**src/rtl/stream_program_loader.sv**
```systemverilog
// Byte-stream program loader: 16-bit big-endian word count, MSB-first word assembly,
// one-cycle memory write strobes. Define LOADER_CHECKSUM_EN for a trailing checksum byte.
module stream_program_loader #(
  parameter int DATA_WIDTH = 16,
  parameter int ADDR_WIDTH = 5
) (
  input  logic                  clock,
  input  logic                  reset,
  input  logic                  start_load,
  input  logic [7:0]            in_data,
  input  logic                  in_valid,
  output logic                  in_ready,
  output logic [ADDR_WIDTH-1:0] mem_addr,
  output logic [DATA_WIDTH-1:0] mem_write_data,
  output logic                  mem_write,
  output logic                  busy,
  output logic                  load_complete,
  output logic                  load_error,
  output logic [1:0]            error_code,
  output logic [ADDR_WIDTH:0]   words_loaded
);
  localparam int BPW  = DATA_WIDTH / 8;
  localparam int IDXW = (BPW > 1) ? $clog2(BPW) : 1;
  localparam logic [16:0]     DEPTH    = 17'(2 ** ADDR_WIDTH);
  localparam logic [IDXW-1:0] LAST_IDX = IDXW'(BPW - 1);

  typedef enum logic [2:0] {
    S_IDLE   = 3'd0,
    S_HDR_HI = 3'd1,
    S_HDR_LO = 3'd2,
    S_DATA   = 3'd3,
    S_WRITE  = 3'd4,
`ifdef LOADER_CHECKSUM_EN
    S_CHECK  = 3'd5,
`endif
    S_DONE   = 3'd6,
    S_ERROR  = 3'd7
  } state_t;

`ifdef LOADER_CHECKSUM_EN
  localparam state_t S_FINAL = S_CHECK;
`else
  localparam state_t S_FINAL = S_DONE;
`endif

  state_t                r_state, w_next;
  logic                  r_in_ready;
  logic [15:0]           r_count;
  logic [IDXW-1:0]       r_byte_idx;
  logic [ADDR_WIDTH-1:0] r_mem_addr;
  logic [DATA_WIDTH-1:0] r_mem_write_data;
  logic                  r_mem_write;
  logic                  r_load_complete;
  logic                  r_load_error;
  logic [1:0]            r_error_code;
  logic [ADDR_WIDTH:0]   r_words_loaded;

  logic                  w_xfer;
  logic                  w_last_byte;
  logic                  w_last_word;
  logic                  w_rx_next;
  logic [16:0]           w_hdr_count;
  logic [ADDR_WIDTH:0]   w_wl_inc;
  logic [DATA_WIDTH-1:0] w_word_next;

  assign w_xfer      = in_valid && r_in_ready;
  assign w_last_byte = (r_byte_idx == LAST_IDX);
  assign w_hdr_count = {1'b0, r_count[15:8], in_data};
  assign w_wl_inc    = r_words_loaded + (ADDR_WIDTH+1)'(1);
  assign w_last_word = (17'(w_wl_inc) == {1'b0, r_count});

  // Only the leading BPW-1 bytes need storage; the final byte comes straight from in_data.
  generate
    if (BPW > 1) begin : g_part
      logic [DATA_WIDTH-9:0] r_part;
      assign w_word_next = {r_part, in_data};
      always_ff @(posedge clock or posedge reset) begin
        if (reset)                          r_part <= '0;
        else if (r_state == S_DATA && w_xfer) r_part <= w_word_next[DATA_WIDTH-9:0];
      end
    end else begin : g_byte
      assign w_word_next = in_data;
    end
  endgenerate

`ifdef LOADER_CHECKSUM_EN
  logic [7:0] r_sum;
  logic [7:0] w_ck_expect;
  assign w_ck_expect = ~r_sum + 8'd1;
`endif

  always_ff @(posedge clock or posedge reset) begin
    if (reset) r_state <= S_IDLE;
    else       r_state <= w_next;
  end

  always_comb begin
    w_next = r_state;
    case (r_state)
      S_IDLE, S_DONE, S_ERROR: if (start_load) w_next = S_HDR_HI;
      S_HDR_HI: if (w_xfer) w_next = S_HDR_LO;
      S_HDR_LO: if (w_xfer) begin
        if (w_hdr_count > DEPTH)       w_next = S_ERROR;
        else if (w_hdr_count == 17'd0) w_next = S_FINAL;
        else                           w_next = S_DATA;
      end
      S_DATA:  if (w_xfer && w_last_byte) w_next = S_WRITE;
      S_WRITE: w_next = w_last_word ? S_FINAL : S_DATA;
`ifdef LOADER_CHECKSUM_EN
      S_CHECK: if (w_xfer) w_next = (in_data == w_ck_expect) ? S_DONE : S_ERROR;
`endif
      default: w_next = S_IDLE;
    endcase
  end

  always_comb begin
    w_rx_next = (w_next == S_HDR_HI) || (w_next == S_HDR_LO) || (w_next == S_DATA);
`ifdef LOADER_CHECKSUM_EN
    if (w_next == S_CHECK) w_rx_next = 1'b1;
`endif
  end

  always_ff @(posedge clock or posedge reset) begin
    if (reset) begin
      r_in_ready       <= 1'b0;
      r_count          <= '0;
      r_byte_idx       <= '0;
      r_mem_addr       <= '0;
      r_mem_write_data <= '0;
      r_mem_write      <= 1'b0;
      r_load_complete  <= 1'b0;
      r_load_error     <= 1'b0;
      r_error_code     <= 2'b00;
      r_words_loaded   <= '0;
`ifdef LOADER_CHECKSUM_EN
      r_sum            <= '0;
`endif
    end else begin
      // in_ready is registered from the next state so it never depends on in_valid
      r_in_ready <= w_rx_next;
      case (r_state)
        S_IDLE, S_DONE, S_ERROR: if (start_load) begin
          r_load_complete <= 1'b0;
          r_load_error    <= 1'b0;
          r_error_code    <= 2'b00;
          r_words_loaded  <= '0;
          r_mem_addr      <= '0;
`ifdef LOADER_CHECKSUM_EN
          r_sum           <= '0;
`endif
        end
        S_HDR_HI: if (w_xfer) r_count[15:8] <= in_data;
        S_HDR_LO: if (w_xfer) begin
          r_count[7:0] <= in_data;
          r_byte_idx   <= '0;
          if (w_hdr_count > DEPTH) begin
            r_error_code <= 2'b01;
            r_load_error <= 1'b1;
          end
        end
        S_DATA: if (w_xfer) begin
`ifdef LOADER_CHECKSUM_EN
          r_sum <= r_sum + in_data;
`endif
          if (w_last_byte) begin
            r_mem_write_data <= w_word_next;
            r_mem_write      <= 1'b1;
            r_byte_idx       <= '0;
          end else begin
            r_byte_idx <= r_byte_idx + IDXW'(1);
          end
        end
        S_WRITE: begin
          r_mem_write    <= 1'b0;
          r_words_loaded <= w_wl_inc;
          if (!w_last_word) r_mem_addr <= r_mem_addr + ADDR_WIDTH'(1);
        end
`ifdef LOADER_CHECKSUM_EN
        S_CHECK: if (w_xfer && in_data != w_ck_expect) begin
          r_error_code <= 2'b10;
          r_load_error <= 1'b1;
        end
`endif
        default: ;
      endcase
      if (w_next == S_DONE && r_state != S_DONE) r_load_complete <= 1'b1;
    end
  end

  assign in_ready       = r_in_ready;
  assign mem_addr       = r_mem_addr;
  assign mem_write_data = r_mem_write_data;
  assign mem_write      = r_mem_write;
  assign busy           = !(r_state == S_IDLE || r_state == S_DONE || r_state == S_ERROR);
  assign load_complete  = r_load_complete;
  assign load_error     = r_load_error;
  assign error_code     = r_error_code;
  assign words_loaded   = r_words_loaded;
endmodule

```
**config.mk**
```make
export PLATFORM = sky130hd
export DESIGN_NAME = stream_program_loader
export DESIGN_NICKNAME = d
export VERILOG_FILES = /design/src/rtl/stream_program_loader.sv
export SDC_FILE = /design/constraint.sdc
export NUM_CORES = 1
export LEC_CHECK = 0
export ABC_AREA = 1
export CAP_MARGIN = 20
export CORE_ASPECT_RATIO = 0.6
export CORE_UTILIZATION = 48
export CTS_CLUSTER_DIAMETER = 120
export DETAILED_ROUTE_END_ITERATION = 8
export PLACE_DENSITY = 0.88
export REMOVE_ABC_BUFFERS = 1
export SETUP_SLACK_MARGIN = 0.5
export SLEW_MARGIN = 20
export SYNTH_ARGS = -nofsm -noshare
export SYNTH_HDL_FRONTEND = slang
export SYNTH_SLANG_ARGS = --single-unit
```
**constraint.sdc**
```tcl
create_clock -name clock -period 1.7 [get_ports clock]
set_input_delay 0.34 -clock clock [delete_from_list [all_inputs] [get_ports clock]]
set_output_delay 0.34 -clock clock [all_outputs]
set_load 0.1 [all_outputs]
```
==> metrics.md, run 1 <==
| Metric | Value |
|---|---|
| Commonest non-fill, non-tap cells in the layout | `55 x buf_4, 42 x dfrtp_1, 37 x buf_12` |
| Synth Area per Inst | `8.24 sq um` |
| Post-layout utilization of the core | `0.968` |
| Clock Path Buffers | `2` |
| Vias post-DR | `3642` |
| Max incr delay on CP | `0.45 ns` |
| Clk sinks | `59` |
| Routed Antenna Nets | `0` |
| Crit Path Max Fanout | `3` |
| Starting Density | `0.499` |
| Largest net degree at the start of global routing | `60` |
| Fin area | `5420 sq um` |
| Initial antenna violation count | `1` |
| Reg2reg start | `words_loaded[0]` |
| Peak Freq | `490 MHz` |
| IO Pins | `46` |
| Worst-path clk slew | `0.09 ns` |
| Lkg Pwr | `2.59 nW` |
| CTS tree | `built` |
| Placeable Area | `5600 sq um` |
| Worst setup EP type | `register` |
| GRT Total Usage | `0.357` |
| Area of the mapped netlist | `2790 sq um` |
| Cell Count, Final, Fillers Out | `560` |
| Fin. Hold Viols | `0` |
| Total power | `0.0117 W` |
| CTS Buf Count | `9` |
| DRC violations left | `24` |
| Placed cell areas | `3860 sq um` |
| Gpl congestion | `0.931` |
| Rows | `21` |
| Die Y | `61.1 microns` |
| Peak supply drop | `2.18 mV` |
| Pins Over Slew Limit | `0` |
| Cell Pwr Density | `2160 nW/um^2` |
| Clock Skews | `0.0303 ns` |
| Clk pwr share | `0.135` |
| Tcrit/Tclk final | `1.20` |
| Synth Instances | `339` |
| DRT iter0 DRCs | `700` |
| Gate power share | `0.639` |
| R2R Setup Slk | `-0.34 ns` |
| Number of global-route vias before repair | `3017` |
| Sum of negative setup slack | `-3.89 ns` |
| # hold bufs at CTS | `0` |
| Die W | `100 microns` |
| Reg2reg end | `in_ready` |
| P_sw | `0.00603 W` |
| Status | `complete, but fails checks` |
| Clock latency on the worst-skew pair | `0.40 ns` |
| Area growth syn-to-layout | `94.0%` |
| Layout Nets | `489` |
| Startpoint Class | `register` |
| P_int | `0.00568 W` |
| Required time of the critical path | `1.96 ns` |
| Vias per Instance | `6.50` |
| DIE AREA | `6140 sq um` |
| Yosys warning total | `0` |
| MaxCap Viol Count | `0` |
| Final min period | `2.04 ns` |
| Grt ovf | `0` |
| CP Data Arrival Time | `2.30 ns` |
| CTS H-Tree Depth | `3` |
| RSZ-0062 raised after global routing | `true` |
| Filler cells | `95` |
| Final setup vio count | `35` |
| FF-to-FF path depth | `9` |
| Failing checks | `design-rule violations, negative setup slack` |
| Final worst setup slack | `-0.343 ns` |
| Clock Tree Root | `clkbuf_8` |
| Wire per inst | `26.6 microns` |
| Drt pass-1 iters | `9` |
| Hold Path Class | `in -> async` |
| Ant diodes | `0` |
| Placed insts | `482` |
| CP max-delay cell | `dfrtp_1` |
| First-pass GRT wire length | `15.6 mm` |
| Crit Path Category | `reg -> reg` |
| Distinct cells, synth | `32` |
| Port Buffer Count | `44` |
| Layout cells sized above 1 | `0.635` |
| DRT Wirelength | `14.9 mm` |
| Seq/Total Area, Yosys | `0.528` |
| CP cell instances | `ha_4 > nand2_2 > nand3_2 > nor2_4 > nand3_1 > nor2_1 > nand3_1 > a21oi_2 > nor2_1` |
| Most common cell after layout, fill and taps aside | `buf_4` |
| Seq pwr share | `0.226` |
| Seq cells post-synth | `59` |
| Switching Share | `0.515` |
| Hpwl dp | `5.17 mm` |
[cell type report]
type                    count  area, sq um  area share
clock inverters             7          101      0.0187
inverters                  47          201      0.0372
flip-flops and latches     59         1500       0.276
repair buffers            133         1640       0.303
well taps                  80          100      0.0185
multi-input cells         225         1750       0.323
clock buffers               9          124      0.0229
[power by group through the flow]
stage | clock [W] | sequential [W] | combinational, W
after global routing | 0.00164 | 0.00267 | 0.00769
after CTS | 0.00147 | 0.00243 | 0.00566
after floorplan | 0 | 0.00398 | 0.00140
after detailed placement | 0 | 0.00243 | 0.00480
after global placement | 0 | 0.00241 | 0.00467
final | 0.00158 | 0.00265 | 0.00749
[synth_stat cells]
| cell type | instances | area share |
|---|---|---|
| nand2_1 | 89 | 0.12 |
| dfrtp_1 | 59 | 0.53 |
| o21ai_0 | 42 | 0.075 |
| inv_1 | 41 | 0.055 |
| nor2_1 | 27 | 0.036 |
| nand3_1 | 26 | 0.047 |
| a21oi_1 | 5 | 0.0090 |
| inv_2 | 5 | 0.0067 |
| nand2_2 | 4 | 0.0090 |
| o21ai_1 | 4 | 0.0072 |
| buf_2 | 3 | 0.0054 |
| mux2_1 | 3 | 0.012 |
| nor2_2 | 3 | 0.0067 |
| nor2_4 | 3 | 0.012 |
| o22ai_1 | 3 | 0.0067 |
| xor2_1 | 3 | 0.0094 |
| buf_4 | 2 | 0.0054 |
| clkbuf_1 | 2 | 0.0027 |
| ha_1 | 2 | 0.0090 |
| a22o_1 | 1 | 0.0031 |
| a22oi_1 | 1 | 0.0027 |
| buf_6 | 1 | 0.0040 |
| clkinv_2 | 1 | 0.0018 |
| conb_1 | 1 | 0.0013 |
| nand2_4 | 1 | 0.0040 |
| nand3_2 | 1 | 0.0036 |
| nand4_1 | 1 | 0.0022 |
| nor3_1 | 1 | 0.0018 |
| nor4_1 | 1 | 0.0022 |
| o211a_1 | 1 | 0.0036 |
| o211ai_2 | 1 | 0.0045 |
| o21bai_1 | 1 | 0.0027 |
[how the worst max path moves through the flow]
stage,startpoint,endpoint,slack (ns),cells after the start
global placement,in_data[6],load_complete,-0.14,10
global route,words_loaded[0],load_complete,-0.52,11
finish,words_loaded[0],in_ready,-0.34,9
detailed placement,in_data[6],load_complete,-0.19,10
floorplan,words_loaded[0],mem_addr[2],-0.60,13
CTS,r_state[2],busy,0.005,5
[metal layers]
metal / up-vias / share of wire / GRT usage
met3: 178 / 0.13 / 0.119
met5: - / 0.0044 / 0
li1: 1357 / - / -
met1: 1675 / 0.34 / 0.441
met2: 428 / 0.42 / 0.567
met4: 4 / 0.096 / 0.211
[state kept, by name, summed over array words and instances (netlist names), 3 cells and up]
name / count
words_loaded: 6
g_part.r_part: 8
r_count: 16
mem_addr: 5
mem_write_data: 16
r_state: 3
[stage by stage]
| step | hold WS (ns) | setup slack [ns] |
|---|---|---|
| 3_5_place_dp | 0.474 | -0.192 |
| 3_3_place_gp | 0.459 | -0.135 |
| 2_1_floorplan | 0.446 | -0.598 |
| 6_report | 0.355 | -0.343 |
| 5_1_grt | 0.392 | -0.522 |
| 4_1_cts | 0.369 | 0.00494 |
[critical path: cells and delay by family, from the launching register on]
kind                     cells  cell delay (ns)
flip-flops                   1             0.45
adder cells (fa/ha/maj)      1             0.29
AND/OR/NAND/NOR              7             0.92
AO/OA/AOI/OAI                1             0.27
[repair_timing]
item,4_1_cts,5_1_grt
gates resized for setup,80,199
buffers inserted,32,27
pin swaps,18,27
endpoints found under the setup margin,92,92
cloned,2,1
[kinds of logic (layout without fill, tap and decap cells)]
group / count (synthesis) / in the layout / share of synthesized area
simple gates: 157 / 157 / 0.244
compound gates: 59 / 59 / 0.115
flops: 59 / 59 / 0.528
buf+inv: 55 / 196 / 0.0811
xor+xnor: 3 / 3 / 0.00941
mux: 3 / 3 / 0.0121
fa+ha+maj: 2 / 2 / 0.00896
other cells: 1 / 1 / 0.00134
Note: power is estimated with default switching activity, not from simulation.
==> run 2, diff against run 1 <==
--- a/config.mk
+++ b/config.mk
@@ -8,10 +8,10 @@
 export ABC_AREA = 1
 export CAP_MARGIN = 20
 export CORE_ASPECT_RATIO = 0.6
-export CORE_UTILIZATION = 48
+export CORE_UTILIZATION = 53
 export CTS_CLUSTER_DIAMETER = 120
 export DETAILED_ROUTE_END_ITERATION = 8
-export PLACE_DENSITY = 0.88
+export PLACE_DENSITY = 0.91
 export REMOVE_ABC_BUFFERS = 1
 export SETUP_SLACK_MARGIN = 0.5
 export SLEW_MARGIN = 20
==> constraint.sdc (replaced) <==
create_clock -name clock -period 1.9 [get_ports clock]
set_input_delay 0.38 -clock clock [delete_from_list [all_inputs] [get_ports clock]]
set_output_delay 0.38 -clock clock [all_outputs]
set_load 0.1 [all_outputs]
==> metrics.md, run 2 (synthesis gave the netlist of run 1 again) <==
| Metric | Value |
|---|---|
| DRC violations left | `0 (-100%)` |
| CP max-delay cell | `dfrtp_2` |
| GRT Total Usage | `0.351 (-0.00581)` |
| # hold bufs at CTS | `0 (unchanged)` |
| DRT iter0 DRCs | `469 (-33%)` |
| Rows | `20 (-4.8%)` |
| CP cell instances | `nand2_1 > inv_1 > nand2_2 > nand2_2 > nand2_1 > nand2_2 > nor2_4 > nand3_4 > nand2_4 > nand2_8 > nand2_1 > nand2_1` |
| Area growth syn-to-layout | `70.8%` |
| GR Layer Usage met1 | `0.430 (-0.0112)` |
| Final worst setup slack | `-0.0636 ns (+0.279 ns)` |
| Top delay family on crit path | `simple AND/OR/NAND/NOR gates` |
| Crit path top cell by count | `nand2_1` |
| Status | `complete, but fails checks` |
| DRT Wirelength | `12.3 mm (-18%)` |
| Number of global-route vias before repair | `2853 (-5.4%)` |
| Worst setup EP type | `register` |
| CTS Buf Count | `9 (unchanged)` |
| R2R Setup Slk | `-0.06 ns (+0.28 ns)` |
| Commonest non-fill, non-tap cells in the layout | `51 x dfrtp_1, 49 x nand2_1, 33 x inv_1` |
| Starting Density | `0.553 (+0.0535)` |
| Placed cell areas | `3700 sq um (-4.2%)` |
| Lkg Pwr | `2.23 nW (-14%)` |
| Final setup vio count | `5 (-86%)` |
| Hold slack final | `0.391 ns (+0.0354 ns)` |
| Crit Path Max Fanout | `6 (+3)` |
| Gate power share | `0.623 (-0.016)` |
| Tcrit/Tclk final | `1.03 (-0.168)` |
| Wire per inst | `24.3 microns (-8.9%)` |
| Hpwl dp | `4.75 mm (-8.1%)` |
| Worst-path clk slew | `0.07 ns (-0.02 ns)` |
| FF-to-FF path depth | `12 (+3)` |
| Fin. Hold Viols | `0 (unchanged)` |
| Clk pwr share | `0.130 (-0.005)` |
| Gpl congestion | `0.870 (-6.5%)` |
| Clock latency on the worst-skew pair | `0.37 ns (-0.03 ns)` |
| Reg2reg start | `words_loaded[3]` |
| Met2 Use GR | `0.584 (+0.0171)` |
| Vias post-DR | `3281 (-9.9%)` |
| Cell Count, Final, Fillers Out | `505 (-9.8%)` |
| Layout cells sized above 1 | `0.490 (-0.146)` |
| Peak supply drop | `1.56 mV (-28%)` |
| Fin area | `4770 sq um (-12%)` |
| Die W | `95.7 microns (-4.7%)` |
| Layout Nets | `448 (-8.4%)` |
| Die Y | `58.2 microns (-4.7%)` |
| Pins Over Slew Limit | `0 (unchanged)` |
| Buffers plus inverters on the worst setup path | `1 (+1)` |
| Clock Tree Root | `clkbuf_8` |
| Reg2reg end | `mem_addr[4]` |
| Routed Antenna Nets | `0 (unchanged)` |
| Most common cell after layout, fill and taps aside | `dfrtp_1` |
| Peak Freq | `509 MHz (+4.0%)` |
| Switching Share | `0.517 (+0.00230)` |
| CTS H-Tree Depth | `3 (unchanged)` |
| Largest net degree at the start of global routing | `60 (unchanged)` |
| Clk sinks | `59 (unchanged)` |
| Ant diodes | `0 (unchanged)` |
| Failing checks | `negative setup slack` |
| DIE AREA | `5580 sq um (-9.2%)` |
| Seq pwr share | `0.247 (+0.021)` |
| Max incr delay on CP | `0.46 ns (about the same)` |
| Final min period | `1.96 ns (-0.0792 ns)` |
| Initial antenna violation count | `0 (-1)` |
| Filler cells | `135 (+42%)` |
| P_int | `0.00453 W (-20%)` |
| First-pass GRT wire length | `14.1 mm (-10%)` |
| CTS tree | `built` |
| Cell Pwr Density | `1960 nW/um^2 (-9.2%)` |
| Startpoint Class | `register` |
| Clock Path Buffers | `2 (unchanged)` |
| IO Pins | `46 (unchanged)` |
| Met3 Use GR | `0.112 (-0.00763)` |
| Grt ovf | `0 (unchanged)` |
| Placeable Area | `5050 sq um (-9.7%)` |
| Hold Path Class | `in -> async` |
| Vias per Instance | `6.50 (-0.10%)` |
| Placed insts | `459 (-4.8%)` |
| MaxCap Viol Count | `0 (unchanged)` |
| RSZ-0062 raised after global routing | `true` |
| Port Buffer Count | `44 (unchanged)` |
| Clock Skews | `0.0111 ns (-0.0193 ns)` |
| Total power | `0.00937 W (-20%)` |
| CP Data Arrival Time | `2.21 ns (-0.09 ns)` |
| Drt pass-1 iters | `6 (-3)` |
| GR peak layer | `met2` |
| P_sw | `0.00485 W (-20%)` |
| Required time of the critical path | `2.15 ns (+0.19 ns)` |
| Crit Path Category | `reg -> reg` |
run 2: repair_timing:
action                     CTS  global route
pin swaps                   19            31
gates cloned                 4             2
setup endpoints to repair   59            73
resized for setup           81           119
buffers inserted            11            13
run 2: final cells by class:
type	count	area, sq um	share of cell area
Clock buffer	12	155	0.0325
Timing Repair Buffer	91	1260	0.264
Clock inverter	4	48.8	0.0102
Inverter	47	194	0.0406
Timing Repair inverter	1	7.51	0.00157
Sequential cell	59	1490	0.311
Tap cell	66	82.6	0.0173
Multi-Input combinational cell	225	1540	0.323
run 2: worst max-delay path by stage:
stage / start / endpoint / slack (ns) / cells after the start
after floorplan: words_loaded[0] / mem_addr[2] / -0.40 / 13
after CTS: words_loaded[1] / mem_addr[4] / 0.15 / 12
after global placement: in_data[2] / load_complete / 0.0009 / 9
final: words_loaded[3] / mem_addr[4] / -0.06 / 12
after detailed placement: in_data[2] / load_complete / -0.09 / 9
after global routing: words_loaded[0] / mem_addr[4] / -0.19 / 12
run 2: per-stage QoR:
step	setup WS, ns	TNS, ns	utilization
2_1_floorplan	-0.398	-6.97	-
3_3_place_gp	0.000858	0	0.731
3_5_place_dp	-0.0893	-0.149	0.731
4_1_cts	0.152	0	0.846
5_1_grt	-0.186	-0.804	0.944
6_report	-0.0636	-0.176	0.944
run 2: metal layers:
layer	vias to the layer above	routed length [microns]	part of all wire
met5	-	0	0
met4	0	1160	0.095
met3	133	1430	0.12
met2	339	5480	0.45
met1	1538	4180	0.34
li1	1271	-	-
run 2: tightest hold or removal path: stages:
cell	delay [ns]
clkdlybuf4s50_1	0.42
inv_2	0.07
buf_12	0.29
run 2: power groups by stage:
stage	clock, W	sequential, W	combinational, W
6_report	0.00122	0.00231	0.00584
5_1_grt	0.00126	0.00233	0.00600
4_1_cts	0.00118	0.00217	0.00472
3_5_place_dp	0	0.00214	0.00410
3_3_place_gp	0	0.00212	0.00399
2_1_floorplan	0	0.00356	0.00126
